===== config.mk =====
export PLATFORM = sky130hd
export DESIGN_NAME = dmem_arbiter
export DESIGN_NICKNAME = d
export VERILOG_FILES = /design/src/rtl/dmem_pkg.sv /design/src/rtl/rd_return_pipe.sv /design/src/rtl/dmem_arbiter.sv
export SDC_FILE = /design/constraint.sdc
export NUM_CORES = 1
export LEC_CHECK = 0
export BUFFER_PORTS_ARGS = -buffer_cell sky130_fd_sc_hd__buf_4
export CAP_MARGIN = 20
export CORE_MARGIN = 3
export CORE_UTILIZATION = 30
export CTS_CLUSTER_DIAMETER = 100
export DETAILED_ROUTE_END_ITERATION = 12
export GPL_ROUTABILITY_DRIVEN = 0
export HOLD_SLACK_MARGIN = 0.02
export MAX_ROUTING_LAYER = met4
export PLACE_DENSITY = 0.72
export SYNTH_ARGS = -nofsm -noshare
export SYNTH_HDL_FRONTEND = slang
export SYNTH_SLANG_ARGS = --single-unit
export TNS_END_PERCENT = 100

===== constraint.sdc =====
create_clock -name clk -period 2.7 [get_ports clk]
set_input_delay 0.405 -clock clk [delete_from_list [all_inputs] [get_ports clk]]
set_output_delay 0.405 -clock clk [all_outputs]
set_load 0.02 [all_outputs]

===== src/rtl/dmem_pkg.sv =====
// Shared data-memory constants and the read-response tag that travels
// alongside a granted read until its data comes back from dmem.
package dmem_pkg;

  localparam int DMEM_BYTES = 128;
  localparam int DMEM_DW    = 32;
  localparam int DMEM_BE_W  = 4;

  typedef struct packed {
    logic valid;
    logic id;    // requester that owns the response: 0 = LSU, 1 = DMA
    logic err;   // out-of-range read; data is forced to zero on return
  } rd_tag_t;

endpackage


===== src/rtl/rd_return_pipe.sv =====
// RD_LAT-deep shift register of read tags, aligned with the dmem read latency.
// The tail stage is decoded into per-port rvalid/err strobes.
module rd_return_pipe
  import dmem_pkg::*;
#(
  parameter int RD_LAT = 1
) (
  input  logic       clk,
  input  logic       reset,
  input  logic       push_i,
  input  logic       id_i,
  input  logic       err_i,
  output logic [1:0] rvalid_o,
  output logic [1:0] rerr_o
);

  rd_tag_t pipe_q [RD_LAT];
  rd_tag_t tag_d;
  rd_tag_t tail;

  assign tag_d = '{valid: push_i, id: id_i, err: err_i};
  assign tail  = pipe_q[RD_LAT-1];

  // NOTE: every stage is reset, not just the head, because a stale valid bit
  // anywhere in the chain would surface as a phantom response after reset.
  // NOTE: non-blocking assignments make each stage sample the previous
  // stage's old value, which is what turns this loop into a shift register.
  always_ff @(posedge clk) begin
    if (reset) begin
      for (int i = 0; i < RD_LAT; i++) pipe_q[i] <= '0;
    end else begin
      pipe_q[0] <= tag_d;
      for (int i = 1; i < RD_LAT; i++) pipe_q[i] <= pipe_q[i-1];
    end
  end

  // Responses are masked while reset is high so nothing in flight escapes.
  always_comb begin
    rvalid_o = '0;
    rerr_o   = '0;
    if (tail.valid && !reset) begin
      rvalid_o[tail.id] = 1'b1;
      rerr_o[tail.id]   = tail.err;
    end
  end

endmodule


===== src/rtl/dmem_arbiter.sv =====
// Round-robin arbiter sharing one synchronous-read data memory port between
// the processor LSU (port 0) and the DMA engine (port 1).
module dmem_arbiter
  import dmem_pkg::*;
#(
  parameter int AW        = 32,
  parameter int DW        = DMEM_DW,
  parameter int RD_LAT    = 1,
  parameter int MEM_BYTES = DMEM_BYTES
) (
  input  logic                 clk,
  input  logic                 reset,
  input  logic                 p0_req,
  input  logic [AW-1:0]        p0_addr,
  input  logic [DW-1:0]        p0_wdata,
  input  logic [DMEM_BE_W-1:0] p0_we,
  output logic                 p0_gnt,
  output logic                 p0_rvalid,
  output logic [DW-1:0]        p0_rdata,
  output logic                 p0_err,
  input  logic                 p1_req,
  input  logic [AW-1:0]        p1_addr,
  input  logic [DW-1:0]        p1_wdata,
  input  logic [DMEM_BE_W-1:0] p1_we,
  output logic                 p1_gnt,
  output logic                 p1_rvalid,
  output logic [DW-1:0]        p1_rdata,
  output logic                 p1_err,
  output logic [AW-1:0]        mem_daddr,
  output logic [DW-1:0]        mem_dwdata,
  output logic [DMEM_BE_W-1:0] mem_we,
  input  logic [DW-1:0]        mem_drdata
);

  logic                 last_gnt_q, last_gnt_d;
  logic [AW-1:0]        daddr_q;
  logic [DW-1:0]        dwdata_q;
  logic                 p0_oor, p1_oor;
  logic                 any_gnt, win_oor, win_legal;
  logic [AW-1:0]        win_addr;
  logic [DW-1:0]        win_wdata;
  logic [DMEM_BE_W-1:0] win_we;
  logic [1:0]           rvalid, rerr;

  assign p0_oor = p0_addr >= AW'(MEM_BYTES);
  assign p1_oor = p1_addr >= AW'(MEM_BYTES);

  // NOTE: both grants get a default before any branch so this block stays
  // purely combinational; a missing default would infer a latch.
  always_comb begin
    p0_gnt = 1'b0;
    p1_gnt = 1'b0;
    if (!reset) begin
      if (p0_req && p1_req) begin
        p0_gnt = last_gnt_q;
        p1_gnt = !last_gnt_q;
      end else begin
        p0_gnt = p0_req;
        p1_gnt = p1_req;
      end
    end
  end

  assign any_gnt    = p0_gnt || p1_gnt;
  assign last_gnt_d = p1_gnt ? 1'b1 : (p0_gnt ? 1'b0 : last_gnt_q);

  assign win_addr  = p1_gnt ? p1_addr  : p0_addr;
  assign win_wdata = p1_gnt ? p1_wdata : p0_wdata;
  assign win_we    = p1_gnt ? p1_we    : p0_we;
  assign win_oor   = p1_gnt ? p1_oor   : p0_oor;
  assign win_legal = any_gnt && !win_oor;

  // Idle and out-of-range cycles hold the bus so dmem never sees a stray access.
  assign mem_daddr  = win_legal ? win_addr  : daddr_q;
  assign mem_dwdata = win_legal ? win_wdata : dwdata_q;
  assign mem_we     = win_legal ? win_we    : '0;

  always_ff @(posedge clk) begin
    if (reset) begin
      last_gnt_q <= 1'b1;
      daddr_q    <= '0;
      dwdata_q   <= '0;
    end else begin
      last_gnt_q <= last_gnt_d;
      daddr_q    <= mem_daddr;
      dwdata_q   <= mem_dwdata;
    end
  end

  rd_return_pipe #(.RD_LAT(RD_LAT)) u_rd_return_pipe (
    .clk      (clk),
    .reset    (reset),
    .push_i   (any_gnt && (win_we == '0)),
    .id_i     (p1_gnt),
    .err_i    (win_oor),
    .rvalid_o (rvalid),
    .rerr_o   (rerr)
  );

  assign p0_rvalid = rvalid[0];
  assign p1_rvalid = rvalid[1];
  assign p0_rdata  = (rvalid[0] && !rerr[0]) ? mem_drdata : '0;
  assign p1_rdata  = (rvalid[1] && !rerr[1]) ? mem_drdata : '0;

  // Write errors flag with the grant; read errors flag with the response.
  assign p0_err = (p0_gnt && p0_oor && (p0_we != '0)) || rerr[0];
  assign p1_err = (p1_gnt && p1_oor && (p1_we != '0)) || rerr[1];

endmodule

==> flow_summary.yaml <==
yosys:
  synthFlopType: "sky130_fd_sc_hd__dfxtp_1"
  synth_enable_flop_cells: 0
  synthesis.area_per_instance_sq_um: 8.34
  yosysWarningCount: 0
  syn-cell-area_sq_um: 4020
  net_count_after_synthesis: 654
  async_flop_share_pct: 0
  synth_cells: 482
  postSynthRegisterBits: 68
  synth_seq_area_share_pct: 33.9
  count_of_cell_types_in_the_netlist: 29
routing:
  route.detailed.vias_per_inst: 4.82
  ant_nets: 0
  number_of_vias_after_detailed_routing: 4803
  drtPass1Iterations: 4
  first_iter_violations: 177
  wl_per_cell_um: 17.4
  drcViolationCount: 0
  route.final.wire_length_um: 17400
place:
  post_detailed_placement_cell_area_sq_um: 6790
  portBuffers: 309
  placedCellCount: 968
  dp_hpwl_um: 12400
  place_ws_ps: -317
layout:
  layout_commonest_cell: "sky130_fd_sc_hd__buf_4"
  post_route_cells_drive_above_1_share_pct: 61.9
  areaGrowthSynthToFinish_pct: 89.2
  antenna-diode-count: 0
  nets: 991
  post-route-cell-area_sq_um: 7610
  final_cell_mix: "sky130_fd_sc_hd__buf_4, sky130_fd_sc_hd__dfxtp_1, sky130_fd_sc_hd__a21oi_2"
  final_cell_count_no_fill: 996
  final_core_density_pct: 59.1
power:
  powerDensity_nw_per_um2: 340
  seq_power_share_pct: 39.0
  p_clk_share_pct: 46.8
  report.power.total_mw: 2.58
  switching_power_uw: 617
  power.combinational.fraction_pct: 14.1
  leakagePower_nw: 3.68
  power_report.internal_total_mw: 1.97
  power.share.switching_pct: 23.9
  ir_drop_v: 0.000236
grt:
  first_pass_grt_wire_length_um: 22900
  first_global_vias: 4349
  largest_net_degree_at_the_start_of_global_routing: 47
  antenna_found_initial: 0
  grt_overflow_total: 0
  grt.total_usage_pct: 20.3
status:
  outcome: "finished clean"
sta:
  tightestPinTransition_ps: 741
  finalHoldViolations: 0
  maxClockFrequency_ghz: 0.376
  totalNegativeSetupSlack_ps: 0
  clock_skew_ps: 3.31
  rsz0062_at_grt: "yes"
  timing.final.ws_setup_ps: 37.7
  finalCriticalPeriod_ps: 2660
  final_min_period_over_clock_period_pct: 98.6
  finalSetupViolations: 0
  report.final.slew_viol_count: 0
  max-slew-margin-rel_pct: 50.5
  whs_ps: 338
cts:
  insertion_delay_ps: 330
  clock-root-buffer: "sky130_fd_sc_hd__clkbuf_16"
  cts.hold.buffers_added: 0
  clock_tree.buffer_depth: 2
  numCtsBuffers: 9
  cts_max_level: 3
  cts_sinks: 68
  cts_tree: "done"
  cts.reportedPaths.clkPinSlew_ps: 60
critical_path:
  critical_path.slowest_cell: "sky130_fd_sc_hd__or4_4"
  cp_max_fo: 30
  r2r_end: "dwdata_q[31]"
  critical_path.n_buffers_inverters: 3
  start_kind: "input pin"
  worstPathCellList: "buf_4 -> nor4_1 -> nand3_1 -> or4_4 -> buf_12 -> a21oi_1 -> a21oi_1 -> buf_4"
  cp_data_arrival_time_ps: 2260
  worstRegToRegCells: 9
  path_depth: 8
  reg_to_reg_critical_path_startpoint: "last_gnt_q"
  critical_path_rt_ps: 2300
  timing.setup.critical_path_class: "in2out"
  worst_setup_path_end_kind: "primary output"
  setup.reg_to_reg.worst_slack_ps: 520
  crit_path_max_incr_delay_ps: 500
  cpLargestDelayFamily: "simple AND/OR/NAND/NOR gates"
floorplanning:
  chipWidth_um: 122
  start_util_pct: 31.2
  fp.dieArea_sq_um: 14800
  rows: 41
  boundaryPins: 310
  core_area_sq_um: 12900
  die-height_um: 122
min_path:
  timing.hold.worst_endpoint: "last_gnt_q"
  whs_path_depth: 3
  min_from: "p1_req"
  kind_of_path_behind_the_tightest_hold_check: "in2reg"
job:
  maxCapViolations: 0
[how the worst max path moves through the flow]
stage | from | end | slack [ps]
final | p0_addr[10] | mem_dwdata[31] | 40
after global routing | p0_addr[10] | mem_dwdata[31] | -60
after CTS | p0_addr[27] | mem_dwdata[11] | 1
after detailed placement | p0_addr[27] | mem_dwdata[28] | -320
after global placement | p0_addr[27] | mem_dwdata[28] | -280
after floorplan | reset | mem_daddr[2] | 390
[kinds of logic (layout without fill, tap and decap cells)]
kind of cell,after synthesis,count (layout),share of synthesized area [%]
compound gates,126,126,21.2
simple gates,161,162,24.3
mux,39,39,10.9
buf+inv,88,429,9.68
flops,68,68,33.9
[cells in the mapped netlist (all sizes together), types with 2 or more instances]
master / count / area (sq um)
a211oi: 40 / 300
a21oi: 82 / 523
and2: 57 / 357
and3: 57 / 357
buf: 18 / 126
clkbuf: 25 / 93.8
dfxtp: 68 / 1360
inv: 45 / 169
mux2: 39 / 439
nand2: 13 / 56.3
nand3: 4 / 20.0
nand4: 2 / 12.5
nor2: 5 / 18.8
nor3: 4 / 20.0
nor3b: 2 / 15.0
nor4: 13 / 87.6
[flip-flops by register name (all words and copies together) (netlist names)]
signal and cells:
u_rd_return_pipe.pipe_q 3, daddr_q 32, last_gnt_q 1, dwdata_q 32
[power by group through the flow]
stage                     registers [mW]  clock network (mW)  logic, mW
after CTS                           1.01                1.25      0.350
final                               1.01                1.21      0.365
after detailed placement            1.03                   0      0.347
after global routing                1.01                1.28      0.392
after global placement              1.03                   0      0.345
after floorplan                     1.03                   0      0.115
[tightest hold or removal path, cell delays in order]
cell	delay (ps)
sky130_fd_sc_hd__buf_4	100
sky130_fd_sc_hd__o21ai_0	60
sky130_fd_sc_hd__nand2_1	70
[area by class of cell]
class	count	area [sq um]
Inverter	45	169
Tap cell	172	215
Multi-Input combinational cell	327	2590
Timing Repair Buffer	368	2960
Fill cell	1214	5270
Clock inverter	7	85.1
Clock buffer	9	225
Sequential cell	68	1360
[layer usage]
layer  GRT usage (%)  share of wire, %  routed length [um]
met2            37.7                54                9320
met5               -                 0                   0
met3            3.95               6.0                1040
met4            5.67               1.9                 329
met1            21.9                38                6690
[timing repair]
item | in CTS | in global routing
pin swaps | 3 | 8
gates cloned | 0 | 6
resized for setup | 7 | 67
buffers inserted | 2 | 4
setup endpoints to repair | 68 | 44
Note: power is estimated with default switching activity, not from simulation.
